===== config.mk =====
export PLATFORM = sky130hd
export DESIGN_NAME = alu_issue_ctrl
export DESIGN_NICKNAME = d
export VERILOG_FILES = /design/src/rtl/alu_pkg.sv /design/src/rtl/alu_issue_ctrl.sv
export SDC_FILE = /design/constraint.sdc
export NUM_CORES = 1
export LEC_CHECK = 0
export ABC_AREA = 1
export ABC_CLOCK_PERIOD_IN_PS = 1600
export BUFFER_PORTS_ARGS = -buffer_cell sky130_fd_sc_hd__clkbuf_2
export CAP_MARGIN = 20
export CORE_MARGIN = 8
export CORE_UTILIZATION = 45
export DETAILED_ROUTE_END_ITERATION = 16
export GPL_TIMING_DRIVEN = 0
export HOLD_SLACK_MARGIN = 0.06
export PLACE_DENSITY = 0.76
export RECOVER_POWER = 50
export SLEW_MARGIN = 20
export SYNTH_ARGS = -nofsm -noshare
export SYNTH_HDL_FRONTEND = slang
export SYNTH_SLANG_ARGS = --single-unit

===== constraint.sdc =====
create_clock -name clk -period 1.6 [get_ports clk]
set_input_delay 0.24 -clock clk [delete_from_list [all_inputs] [get_ports clk]]
set_output_delay 0.24 -clock clk [all_outputs]
set_load 0.03 [all_outputs]

===== src/rtl/alu_pkg.sv =====
`default_nettype none
//============================================================================
// Package  : alu_pkg
// Purpose  : Shared definitions for the ALU issue controller: request opcode
//            encodings, controller FSM state encoding and default data width.
// Revision : 1.0 - initial release
//============================================================================
package alu_pkg;

   localparam int ALU_DATA_W = 32;

   // Request opcodes. 0000..1001 go to the ALU, 1010/1011 are served from
   // the local HI/LO registers, 11xx is illegal.
   localparam logic [3:0] ALU_OP_ADD  = 4'b0000;
   localparam logic [3:0] ALU_OP_SUB  = 4'b0001;
   localparam logic [3:0] ALU_OP_AND  = 4'b0010;
   localparam logic [3:0] ALU_OP_OR   = 4'b0011;
   localparam logic [3:0] ALU_OP_NOR  = 4'b0100;
   localparam logic [3:0] ALU_OP_SLT  = 4'b0101;
   localparam logic [3:0] ALU_OP_SLL  = 4'b0110;
   localparam logic [3:0] ALU_OP_SRL  = 4'b0111;
   localparam logic [3:0] ALU_OP_MULT = 4'b1000;
   localparam logic [3:0] ALU_OP_DIV  = 4'b1001;
   localparam logic [3:0] ALU_OP_MFHI = 4'b1010;
   localparam logic [3:0] ALU_OP_MFLO = 4'b1011;

   typedef enum logic [1:0] {
      ST_IDLE = 2'd0,
      ST_BUSY = 2'd1,
      ST_RESP = 2'd2
   } alu_state_e;

   // Shifts take their amount from srcA instead of rs.
   function automatic logic op_is_shift(input logic [3:0] op);
      return (op == ALU_OP_SLL) || (op == ALU_OP_SRL);
   endfunction

   // MULT/DIV produce a HI/LO pair; the response carries LO.
   function automatic logic op_is_muldiv(input logic [3:0] op);
      return (op == ALU_OP_MULT) || (op == ALU_OP_DIV);
   endfunction

endpackage : alu_pkg
`default_nettype wire


===== src/rtl/alu_issue_ctrl.sv =====
`default_nettype none
//============================================================================
// Module   : alu_issue_ctrl
// Purpose  : Initiator side of the ALU en/done interface. Accepts one request
//            at a time, drives the ALU until alu_done (or a timeout), and
//            returns the result over a valid/ready response port. Holds the
//            architectural HI/LO registers and serves MFHI/MFLO locally.
// Ports    : clk, rst_n                  - clock, async active-low reset
//            req_valid/ready/op/a/b/shamt - request from operand fetch
//            rsp_valid/ready/data/ovf/zero/err - response to writeback
//            alu_en/control/srcA/srcB     - ALU command
//            alu_result/hi/lo/overflow/zero/done - ALU results
// Revision : 1.0 - initial release
//============================================================================
module alu_issue_ctrl
   import alu_pkg::*;
#(
   parameter int DATA_W  = ALU_DATA_W,
   parameter int TIMEOUT = 64
) (
   input  logic              clk,
   input  logic              rst_n,
   input  logic              req_valid,
   output logic              req_ready,
   input  logic [3:0]        req_op,
   input  logic [DATA_W-1:0] req_a,
   input  logic [DATA_W-1:0] req_b,
   input  logic [4:0]        req_shamt,
   output logic              rsp_valid,
   input  logic              rsp_ready,
   output logic [DATA_W-1:0] rsp_data,
   output logic              rsp_ovf,
   output logic              rsp_zero,
   output logic              rsp_err,
   output logic              alu_en,
   output logic [3:0]        alu_control,
   output logic [DATA_W-1:0] alu_srcA,
   output logic [DATA_W-1:0] alu_srcB,
   input  logic [DATA_W-1:0] alu_result,
   input  logic [DATA_W-1:0] alu_hi,
   input  logic [DATA_W-1:0] alu_lo,
   input  logic              alu_overflow,
   input  logic              alu_zero,
   input  logic              alu_done
);

   localparam int                 c_CNT_W    = $clog2(TIMEOUT);
   localparam logic [c_CNT_W-1:0] c_CNT_LAST = c_CNT_W'(TIMEOUT - 1);

   alu_state_e          r_state,   w_state_nxt;
   logic [3:0]          r_control, w_control_nxt;
   logic [DATA_W-1:0]   r_srca,    w_srca_nxt;
   logic [DATA_W-1:0]   r_srcb,    w_srcb_nxt;
   logic [DATA_W-1:0]   r_hi,      w_hi_nxt;
   logic [DATA_W-1:0]   r_lo,      w_lo_nxt;
   logic [DATA_W-1:0]   r_rdata,   w_rdata_nxt;
   logic                r_rovf,    w_rovf_nxt;
   logic                r_rzero,   w_rzero_nxt;
   logic                r_rerr,    w_rerr_nxt;
   logic [c_CNT_W-1:0]  r_cnt,     w_cnt_nxt;

   always_ff @(posedge clk or negedge rst_n) begin
      if (!rst_n) begin
         r_state   <= ST_IDLE;
         r_control <= '0;
         r_srca    <= '0;
         r_srcb    <= '0;
         r_hi      <= '0;
         r_lo      <= '0;
         r_rdata   <= '0;
         r_rovf    <= 1'b0;
         r_rzero   <= 1'b0;
         r_rerr    <= 1'b0;
         r_cnt     <= '0;
      end else begin
         r_state   <= w_state_nxt;
         r_control <= w_control_nxt;
         r_srca    <= w_srca_nxt;
         r_srcb    <= w_srcb_nxt;
         r_hi      <= w_hi_nxt;
         r_lo      <= w_lo_nxt;
         r_rdata   <= w_rdata_nxt;
         r_rovf    <= w_rovf_nxt;
         r_rzero   <= w_rzero_nxt;
         r_rerr    <= w_rerr_nxt;
         r_cnt     <= w_cnt_nxt;
      end
   end

   always_comb begin
      w_state_nxt   = r_state;
      w_control_nxt = r_control;
      w_srca_nxt    = r_srca;
      w_srcb_nxt    = r_srcb;
      w_hi_nxt      = r_hi;
      w_lo_nxt      = r_lo;
      w_rdata_nxt   = r_rdata;
      w_rovf_nxt    = r_rovf;
      w_rzero_nxt   = r_rzero;
      w_rerr_nxt    = r_rerr;
      w_cnt_nxt     = r_cnt;

      unique case (r_state)
         ST_IDLE: begin
            if (req_valid) begin
               w_rovf_nxt = 1'b0;
               w_rerr_nxt = 1'b0;
               if (req_op == ALU_OP_MFHI || req_op == ALU_OP_MFLO) begin
                  w_rdata_nxt = (req_op == ALU_OP_MFHI) ? r_hi : r_lo;
                  w_rzero_nxt = (req_op == ALU_OP_MFHI) ? (r_hi == '0) : (r_lo == '0);
                  w_state_nxt = ST_RESP;
               end else if (req_op[3:2] == 2'b11 ||
                            (req_op == ALU_OP_DIV && req_b == '0)) begin
                  // Rejected without touching the ALU.
                  w_rdata_nxt = '0;
                  w_rzero_nxt = 1'b1;
                  w_rerr_nxt  = 1'b1;
                  w_state_nxt = ST_RESP;
               end else begin
                  w_control_nxt = req_op;
                  w_srca_nxt    = op_is_shift(req_op) ?
                                  {{(DATA_W-5){1'b0}}, req_shamt} : req_a;
                  w_srcb_nxt    = req_b;
                  w_cnt_nxt     = '0;
                  w_state_nxt   = ST_BUSY;
               end
            end
         end
         ST_BUSY: begin
            // alu_done is checked before the timeout so a completion on the
            // last allowed cycle is still taken as a result.
            if (alu_done) begin
               w_rdata_nxt = op_is_muldiv(r_control) ? alu_lo : alu_result;
               w_rzero_nxt = alu_zero;
               w_rovf_nxt  = (r_control == ALU_OP_ADD || r_control == ALU_OP_SUB) ?
                             alu_overflow : 1'b0;
               w_rerr_nxt  = 1'b0;
               if (op_is_muldiv(r_control)) begin
                  w_hi_nxt = alu_hi;
                  w_lo_nxt = alu_lo;
               end
               w_state_nxt = ST_RESP;
            end else if (r_cnt == c_CNT_LAST) begin
               w_rdata_nxt = '0;
               w_rzero_nxt = 1'b1;
               w_rovf_nxt  = 1'b0;
               w_rerr_nxt  = 1'b1;
               w_state_nxt = ST_RESP;
            end else begin
               w_cnt_nxt = r_cnt + 1'b1;
            end
         end
         ST_RESP: begin
            if (rsp_ready) begin
               w_state_nxt = ST_IDLE;
            end
         end
         default: begin
            w_state_nxt = ST_IDLE;
         end
      endcase
   end

   // alu_en follows BUSY directly, so the async reset drops it immediately and
   // the RESP state always leaves at least one idle cycle between two ops.
   assign req_ready   = (r_state == ST_IDLE);
   assign rsp_valid   = (r_state == ST_RESP);
   assign alu_en      = (r_state == ST_BUSY);
   assign alu_control = r_control;
   assign alu_srcA    = r_srca;
   assign alu_srcB    = r_srcb;
   assign rsp_data    = r_rdata;
   assign rsp_ovf     = r_rovf;
   assign rsp_zero    = r_rzero;
   assign rsp_err     = r_rerr;

endmodule : alu_issue_ctrl
`default_nettype wire


==> flow_metrics.tcl <==
set metrics [dict create \
    synthTopCellsByCount "nand2_1, dfrtp_1, o21ai_0, inv_1, nor2_1" \
    end_kind "flip-flop" \
    min_path_cells 3 \
    vias 8984 \
    numCtsBuffers 17 \
    ys_seq_area_share_pct 54.4 \
    synth_most_common_cell "nand2_1" \
    switching_power_uw 10300 \
    worst_setup_path_start_kind "flip-flop" \
    rr_endpoint "rsp_data[14]" \
    clk_pin_slew_ns 0.07 \
    crit_path_frequent_cell "nand2_2" \
    multiInputGateArea_sq_um 3600 \
    grt_pass1_vias 8611 \
    ir_drop_v 0.00123 \
    final_cells 1679 \
    nets 1613 \
    core_sq_um 17800 \
    netlist-cell-type-count 33 \
    hold_path_class "input port to flip-flop" \
    drive_gt1_share_pct 37.2 \
    preCtsSetupSlack_ns -0.657 \
    clkPwrFrac_pct 18.6 \
    postSynthCellCount 1006 \
    setup_violations 104 \
    grt_use_total_pct 26.6 \
    grt_pass1_wl_microns 46200 \
    async_flop_share_pct 100 \
    min-delay-start "req_a[15]" \
    rr_worst_depth 12 \
    wl_per_cell_microns 19.4 \
    cp.required_ns 1.92 \
    failed_checks "setup timing" \
    swShare_pct 44.6 \
    grt_max_degree 89 \
    cp_cell_sequence "ha_2 > nand2_2 > inv_2 > nand4_1 > nand2_4 > nand3_4 > inv_4 > nand2_8 > buf_12 > clkbuf_16 > nand2_2 > nand2_1" \
    syn_to_final_growth_pct 58.6 \
    p_comb_share_pct 47.6 \
    slew_headroom_pct 61.7 \
    intPower_uw 12800 \
    status "complete, but fails checks" \
    crit_arrival_ns 2.14 \
    yosys-top-cells-area "dfrtp_1, nand2_1, o21ai_0" \
    antenna_found_initial 1 \
    critical_path.max_fanout 5 \
    yosys.area.top_type "dfrtp_1" \
    p_total_uw 23200 \
    min_period_over_period_pct 114 \
    final_core_util_pct 71.8 \
    crit_slowest_cell "dfrtp_1" \
    final.setup.worst_slack_ns -0.220 \
    clockBufferDepth 2 \
    drc 0 \
    slowest_delay_ns 0.38 \
    yosys_register_bits 175 \
    wl_microns 32600 \
    cts_root_buf "clkbuf_16" \
    yosysWarnings 0 \
    fmax_mhz 549 \
    fin_crit_ns 1.82 \
    synth_edf_count 0 \
    postRouteAntennaNets 0 \
    netlist.area_leader.share_pct 54.4 \
    avgSynthCellArea_sq_um 8.00 \
    syn_nets 1183 \
    pwr-share-seq_pct 33.8 \
    htreeDepth 4 \
    die-area_sq_um 22400 \
    worst_pin_slew_ns 0.574 \
    drtIter0Drc 861 \
    first_pass_iters 8 \
    rsz0062_at_grt "true" \
    leakagePower_uw 0.00664 \
    start_util_pct 45.3 \
    seq_area_sq_um 4380 \
    gp_congestion 0.891 \
    cts.sinks 175 \
    port_buffers 280 \
    hold_viol_final 0 \
    skew_ns 0.0101 \
    clock_latency_ns 0.43 \
    fill_cells 1258 \
    viasPerCell 5.35 \
    fp.dieH_microns 150 \
    power_density_nw_per_um2 1820 \
    placed_cells 1517 \
    rr_startpoint "r_cnt[0]" \
    ioPinCount 282 \
    row_count 49 \
    synth_area_sq_um 8050 \
    grt_overflow 0 \
    maxCapViolCount 0 \
    path_class "flip-flop to flip-flop" \
    cts_tree "done" \
    maxSlewViolCount 0 \
    dieWidth_microns 150 \
    post-dp-hpwl_microns 21100 \
    hold_end "alu_srcA[15]" \
    reg2reg_slack_ns -0.22 \
    synth_top_flop_cell "dfrtp_1" \
]
-- power groups by stage --
stage	Combinational, uW	Clock, uW	Sequential (uW)
2_1_floorplan	3220	0	9900
3_5_place_dp	8530	0	7680
5_1_grt	11800	4540	8020
4_1_cts	9600	4350	7630
6_report	11000	4320	7830
3_3_place_gp	8380	0	7620
-- metrics by stage --
step                setup TNS, ns  hold slack, ns  instance area [sq um]
floorplan                  -13.84         -0.0556                   8060
global placement          -591.03           0.445                   9750
detailed placement         -70.92          0.0709                   9810
CTS                         -8.08          0.0603                  11800
global route               -30.89          0.0628                  12800
finish                     -11.40          0.0526                  12800
-- how the worst max path moves through the flow --
stage,startpoint,end,cells after the start
final,r_cnt[0],rsp_data[14],12
after global routing,r_cnt[1],rsp_data[6],12
after CTS,r_state[1],rsp_data[17],8
after detailed placement,req_op[1],alu_srcA[29],7
after global placement,rst_n,r_hi[20],1
after floorplan,r_state[0],rsp_data[29],13
-- timing repair --
| action | 4_1_cts | 5_1_grt |
|---|---|---|
| setup buffers | 20 | 10 |
| hold endpoints to repair | 165 | 5 |
| pin swaps | 9 | 30 |
| gates resized for setup | 123 | 277 |
| hold buffers | 79 | 5 |
| endpoints found under the setup margin | 173 | 176 |
| gates cloned | 2 | 13 |
-- critical path: cells and delay by family, from the launching register on --
kind,cells,cell delay [ns]
fa+ha+maj,1,0.21
buf+inv,4,0.51
flops,1,0.38
simple gates,7,0.61
-- final cells by class --
| cell class | count | area share, % |
|---|---|---|
| flip-flops and latches | 175 | 34.3 |
| multi-input cells | 691 | 28.2 |
| repair buffers | 411 | 23.2 |
| plain buffers | 48 | 4.34 |
| clock buffers | 21 | 3.76 |
| inverters | 92 | 2.93 |
| well taps | 229 | 2.24 |
| clock inverters | 11 | 1.01 |
| diodes | 1 | 0.0196 |
-- layout by cell type, fill, tap and decap left out, types with 17 or more instances in the layout --
cell / n
buf_4: 27
buf_8: 17
clkbuf_1: 21
clkbuf_16: 30
clkbuf_2: 265
dfrtp_1: 174
dlygate4sd3_1: 84
inv_1: 82
nand2_1: 317
nand2_2: 59
nand3_1: 25
nor2_1: 54
o211ai_1: 25
o21ai_0: 23
o21ai_1: 61
o21ai_2: 50
-- logic make-up after synthesis --
family	count (synthesis)	share of synthesized area (%)
muxes	5	0.622
AOI/OAI and AO/OA	171	11.8
DFF	175	54.4
adders and majority gates	1	0.155
xor gates and xnor gates	1	0.109
buffers and inverters	140	7.14
and+or+nand+nor	513	25.7
-- layer usage --
layer,GRT usage (%),vias up,part of all wire (%)
li1,-,4072,-
met1,33.7,4330,39
met2,43.3,483,49
met3,5.78,99,7.4
met4,11.4,0,4.3
met5,0,-,0
-- sequential cells by signal, indices dropped and copies added (netlist names) --
name and count:
rsp_ovf 1, alu_control 4, rsp_data 32, rsp_zero 1
alu_srcA 32, rsp_err 1, alu_srcB 32, r_cnt 6
r_hi 32, r_state 2, r_lo 32
Note: power is estimated with default switching activity, not from simulation.
